`config.mk`:
```
export PLATFORM = sky130hd
export DESIGN_NAME = pc_sequencer
export DESIGN_NICKNAME = d
export VERILOG_FILES = /design/src/rtl/pc_sequencer.sv
export SDC_FILE = /design/constraint.sdc
export NUM_CORES = 1
export LEC_CHECK = 0
export ABC_AREA = 1
export BUFFER_PORTS_ARGS = -buffer_cell sky130_fd_sc_hd__clkbuf_2
export CAP_MARGIN = 15
export CORE_AREA = 5 5 206 108
export DETAILED_ROUTE_END_ITERATION = 16
export DIE_AREA = 0 0 211 113
export PLACE_DENSITY = 0.71
export SYNTH_ARGS = -nofsm -noshare
export SYNTH_HDL_FRONTEND = slang
export SYNTH_SLANG_ARGS = --single-unit
```
`constraint.sdc`:
```
create_clock -name clk -period 3.4 [get_ports clk]
set_input_delay 0.17 -clock clk [delete_from_list [all_inputs] [get_ports clk]]
set_output_delay 0.17 -clock clk [all_outputs]
set_load 0.02 [all_outputs]
```
`src/rtl/pc_sequencer.sv`:
```
// Fetch-stage PC sequencer: holds the fetch PC, applies branch/jump/JR/exception/ERET
// redirects, flags delay slots and fetch address errors, and counts conditional branches.
module pc_sequencer #(
  parameter logic [31:0] RESET_PC    = 32'h0000_3000,
  parameter logic [31:0] EXC_HANDLER = 32'h0000_4180,
  parameter logic [31:0] TEXT_LO     = 32'h0000_3000,
  parameter logic [31:0] TEXT_HI     = 32'h0000_6ffc
) (
  input  logic        clk,
  input  logic        reset,
  input  logic        stall,
  input  logic [31:0] d_pc,
  input  logic [2:0]  d_npc_op,
  input  logic        cond,
  input  logic [25:0] d_imm26,
  input  logic [31:0] d_rs,
  input  logic        exc_req,
  input  logic        eret,
  input  logic [31:0] epc,
  output logic [31:0] f_pc,
  output logic        f_bd,
  output logic        f_adel,
  output logic        f_flush,
  output logic [31:0] br_total,
  output logic [31:0] br_taken
);

  localparam logic [2:0] OP_PC4    = 3'd0;
  localparam logic [2:0] OP_BRANCH = 3'd1;
  localparam logic [2:0] OP_J      = 3'd2;
  localparam logic [2:0] OP_JR     = 3'd3;

  function automatic logic [31:0] branch_target(input logic [31:0] pc, input logic [15:0] off);
    branch_target = pc + 32'd4 + {{14{off[15]}}, off, 2'b00};
  endfunction

  function automatic logic [31:0] jump_target(input logic [31:0] pc, input logic [25:0] idx);
    logic [31:0] pc4;
    pc4 = pc + 32'd4;
    jump_target = {pc4[31:28], idx, 2'b00};
  endfunction

  logic [31:0] pc_next;
  logic        br_count;

  always_comb begin
    pc_next  = f_pc + 32'd4;
    br_count = 1'b0;
    if (exc_req) begin
      pc_next = EXC_HANDLER;
    end else if (stall) begin
      pc_next = f_pc;
    end else if (eret) begin
      pc_next = epc;
    end else begin
      case (d_npc_op)
        OP_BRANCH: begin
          br_count = 1'b1;
          if (cond) pc_next = branch_target(d_pc, d_imm26[15:0]);
        end
        OP_J:    pc_next = jump_target(d_pc, d_imm26);
        OP_JR:   pc_next = d_rs;
        default: pc_next = f_pc + 32'd4;
      endcase
    end
  end

  // F-stage register boundary: fetch PC and branch statistics
  always_ff @(posedge clk or posedge reset) begin
    if (reset) begin
      f_pc     <= RESET_PC;
      br_total <= 32'd0;
      br_taken <= 32'd0;
    end else begin
      f_pc <= pc_next;
      if (br_count) begin
        br_total <= br_total + 32'd1;
        if (cond) br_taken <= br_taken + 32'd1;
      end
    end
  end

  // ERET suppresses the delay-slot flag because the instruction after it is nullified.
  assign f_bd    = ((d_npc_op == OP_BRANCH) || (d_npc_op == OP_J) || (d_npc_op == OP_JR)) && !eret;
  assign f_flush = eret && !stall && !exc_req;
  assign f_adel  = (f_pc[1:0] != 2'b00) || (f_pc < TEXT_LO) || (f_pc > TEXT_HI);

endmodule

```
======== After elaboration in Yosys (flattened, before gate mapping) ========
Cells that the tools add are included.
W data, S select, Z words.
cells by class
  reduce and logical (&&, ||, !) cells .... 12
  magnitude comparators ................... 2
  multiplexer cells ....................... 9
  equality and inequality tests ........... 4
  add/sub/neg operators ................... 5
operator list
  kind                     count
  $mux W32                 4
  $pmux W32 S3             1
  $add A32 B1 Y32 const B  2
  $add A32 B3 Y32 const B  2
  $add A32 B32 Y32         1
  $gt A32 B15 Y1 const B   1
  $lt A32 B14 Y1 const B   1
  $eq A3 B2 Y1 const B     2
  $logic_or A1 B1 Y1       4
  $mux W1                  4
  $eq A3 B1 Y1 const B     1
  $logic_and A1 B1 Y1      3
  $logic_not A1 Y1         3
  $ne A2 B1 Y1 const B     1
  $reduce_and A2 Y1        1
  $reduce_bool A2 Y1       1
word-level totals
  logic and storage cells ................. 35
  bits in registers ....................... 96

======== Logic depth before layout (Yosys ltp) ========
  depth after elaboration ................. 7
  gate-level depth with buffers ........... 25
  gate-level depth less buffers ........... 25

======== Least setup slack after synthesis ========
Ideal clock, no wire load.
  path type ............................... input to register
  start point ............................. input port d_pc[2]
  end point ............................... register f_pc[31]
  setup slack ............................. 664 ps
  path buffers ............................ 0
  arrival ................................. 2619 ps
  stages .................................. 24
  cell sequence ........................... ha_1 -> inv_1 -> nor2_1 -> nand2_1 -> nor3_1 -> nand3_1 -> nor3_1 -> xnor2_1 -> inv_1 -> ha_1 -> nand2_1 -> inv_1 -> nand2_1 -> nand2_1 -> nand2_1 -> nand2_1 -> nor2_1 -> nand2_1 -> a21oi_1 -> nand2_1 -> nand3_1 -> nand3_1 -> nand2_1 -> nand2_1
on the way
  longest elaborated chain between the ends .. 7
ends and longest elaborated chain
  item                  RTL line  text
  start, declared       12        input logic [31:0] d_pc,
  $add A32 B3 Y32 (*)   34, 39
  $add A32 B32 Y32      34        branch_target = pc + 32'd4 + {{14{off[15]}}, off, 2'b00};
  $mux W32              59        if (cond) pc_next = branch_target(d_pc, d_imm26[15:0]);
  $pmux W32 S3 (*)      56        case (d_npc_op)
  $mux W32 (*)          53        end else if (eret) begin
  $mux W32 (*)          51        end else if (stall) begin
  $mux W32 (*)          49        if (exc_req) begin
  end signal, assigned  75        f_pc <= pc_next;
  end, declared         20        output logic [31:0] f_pc,
Mark *: on every way between the ends. The rest lies on a longest branch, timed or not. The select of a mux whose other input is x is not followed.
A chain may end at the register's enable or synchronous reset.

======== Worst setup path in the final report ========
  start point ............................. input port d_pc[16]
  end point ............................... register f_pc[22]
on the way
  longest elaborated chain between the ends .. 7
ends and longest elaborated chain
  item              RTL line
  $add A32 B3 Y32   34
  $add A32 B32 Y32  34
  $mux W32          59
  $pmux W32 S3      56
  $mux W32          53
  $mux W32          51
  $mux W32          49
No other way between the ends. The select of a mux whose other input is x is not followed.

==> impl_results.md <==
- IO Port Bufs: 229
- Skew final: 0.00807 ns
- Power density cells: 316 nW/um2
- DP Cell Count: 1,987
- Synth Warn #: 0
- Initial Util: 46.4%
- Worst R2R End: f_pc[22]$_DFFE_PP0P_
- Netlist Area Pre-Place: 9370 um2
- FP Rows: 37
- Post-Route Setup TNS: 0 ns
- WP data arrival: 3.56 ns
- Detailed placer's ending HPWL: 31,300 um
- #FFs+latches synth: 96
- Clk Latency, worst-skew pair: 0.35 ns
- Syn Inst Count: 1,463
- Register area share after synthesis: 25.7%
- Vias in the first global route: 10,136
- FMAX: 0.301 GHz
- CP Max Fanout: 5
- Least-Margin Pin Slew: 1.20 ns
- Total CTS buffers: 9
- Via Count: 10,993
- Placed Area: 11,100 um2
- Initial antenna violation count: 0
- Synth area leaders: dfrtp_1 25%, nand2_1 18%, inv_1 8.9%
- Wire per inst: 18.6 um
- Min Tclk post-route: 3.33 ns
- Clock share of power: 32.1%
- Hold/Removal Path Class: in -> reg
- Max clock buf depth: 2
- Num ports: 230
- Fin crit share: 97.8%
- DR vias/cell: 5.49
- Syn-to-layout area delta: 22.4%
- Gr usage total: 30.7%
- Sw frac: 36.2%
- RD Place Congestion: 1.02
- Dominant synthesized flop cell: dfrtp_1
- H-tree depth: 3
- Height of the die: 113 um
- NetSw: 1310 uW
- Post-Place Worst Slack: -0.00708 ns
- Reg2reg setup slack: 0.79 ns
- GRT overflow: 0
- End of the critical path: f_pc[22]$_DFFE_PP0P_
- Die span in x: 211 um
- Sink Count: 96
- Fin. max-slew vios: 0
- Reg2Reg Depth: 14
- Fin util: 56.8%
- CP endpoint kind: flop
- Flop pwr share: 36.0%
- DRC: 0
- Leak: 0.00627 uW
- Count of non-filler cells in the finished layout: 2,004
- Core ar.: 20,200 um2
- Share of layout cells above drive strength 1: 19.1%
- Clock root cell: clkbuf_16
- Setup Buffers After CTS: 0
- Async set or reset register ratio after synthesis: 100%
- Worst Setup Start Kind: primary input
- Post-synth EDFFs: 0
- First-pass GRT wire length: 57,000 um
- Status: complete, no violations
- Critical path class: in -> reg
- Hold Violations, Final: 0
- Max_cap viols: 0
- Reg clk slew, reported paths: 0.07 ns
- Synth area leader: dfrtp_1
- DIE AREA: 23,800 um2
- RR Startpoint: f_pc[2]$_DFFE_PP0P_
- Cell variety after synth: 49
- # setup viols final: 0
- Mean Syn Cell Area: 6.40 um2
- Power Internal: 2310 uW
- CTS tree: built
- Worst EP required: 3.63 ns
- Setup slack after layout: 0.0732 ns
- Most frequent cell after synthesis: nand2_1
- Post-synth top cells: 453 x nand2_1, 222 x inv_1, 123 x nor2_1, 111 x nand3_1, 94 x dfrtp_1
- Combinational power share: 31.9%
- Net count, final: 1,896
- DR iter-0 viols: 1,270
- Drt first pass iters: 5
- Top-area cell type share of the netlist area: 25.1%
- Antenna viol nets, final: 0
- Max-slew headroom: 20.2%
- Setup crit start: d_pc[16]
- Mapped Nets: 1,633
- Final WL: 37,300 um
- Worst vdd ir: 0.242 mV
- Largest net degree at the start of global routing: 49
- Design area: 11,500 um2
- ANT cells: 0
## metal layers
metal,up-vias,global-route usage (%),share of wire (%)
li1,5268,-,-
met1,5060,49.9,48
met2,629,39.1,37
met3,36,10.0,14
met4,0,4.32,1.1
met5,-,0,0
## logic make-up after synthesis
logic type               Yosys count  share of synthesized area (%)
AND/OR/NAND/NOR                  815                           38.6
buffers and inverters            251                           10.1
AO/OA/AOI/OAI                    152                           10.1
XOR/XNOR                         108                           10.1
flip-flops                        96                           25.7
adder cells (fa/ha/maj)           39                           5.29
multiplexers                       2                          0.214
## critical path, cell delays in order
cell and delay [ns]:
clkbuf_2 0.18, inv_1 0.10, nor3_1 0.61, nand2_1 0.27, nor3_1 0.20, buf_4 0.18
xor2_1 0.07, ha_1 0.40, nand2_1 0.10, nor3_1 0.34, buf_4 0.20, nand2_1 0.05
nand3_1 0.13, inv_1 0.07, nand3_1 0.08, nand3_1 0.11, nand3_1 0.09, nand2_1 0.06
nand2_1 0.08, nand2_1 0.05
## layout by cell type (no fill, tap or decap), types with 6 or more instances in the layout
cell type / n
xnor2_1: 36
a21oi_1: 46
clkbuf_16: 9
nand4_1: 37
a22oi_1: 9
dfrtp_1: 94
o2111ai_1: 6
a221oi_1: 15
nor2_1: 122
nor3_1: 36
xor2_1: 72
ha_1: 38
o21ai_0: 48
inv_1: 221
clkbuf_2: 229
nor2_4: 8
nand3_1: 110
buf_4: 45
nand2_1: 453
nor4_1: 15
## power by group through the flow
stage | clock, uW | sequential [uW] | combinational [uW]
floorplan | 0 | 1380 | 598
global placement | 0 | 1320 | 1120
detailed placement | 0 | 1320 | 1120
CTS | 1180 | 1300 | 1130
global route | 1230 | 1320 | 1270
finish | 1160 | 1310 | 1160
## cell type report
class	count	area, um2
clock buffer	12	267
clock inverter	4	73.8
multi-input combinational	1116	6020
inverter	228	858
timing repair buffer	275	1490
tap	273	342
fill	2071	8720
sequential	96	2400
## timing repair
item                                    in CTS  in global routing
gates resized for setup                      0                  1
hold endpoints to repair                    46                  0
hold buffers                                 1                  0
endpoints found under the setup margin       0                  2
## flip-flops by register name, summed over array words and instances, names as in the netlist
register / count
f_pc: 32
br_total: 32
br_taken: 32
## per-stage QoR
stage               power, uW  hold slack [ns]
detailed placement       2450            0.294
floorplan                1980            0.303
finish                   3620           0.0383
global placement         2440            0.284
global route             3820           0.0469
CTS                      3620           0.0277
## worst min-delay path by stage
stage,start,to,slack [ns],depth (start not counted)
2_1_floorplan,epc[23],f_pc[23]$_DFFE_PP0P_,0.30,2
3_3_place_gp,reset,br_taken[20]$_DFFE_PP0P_,0.28,2
3_5_place_dp,reset,br_taken[20]$_DFFE_PP0P_,0.29,2
4_1_cts,epc[23],f_pc[23]$_DFFE_PP0P_,0.03,3
5_1_grt,epc[23],f_pc[23]$_DFFE_PP0P_,0.05,3
6_report,epc[23],f_pc[23]$_DFFE_PP0P_,0.04,3
Note: power is estimated with default switching activity, not from simulation.
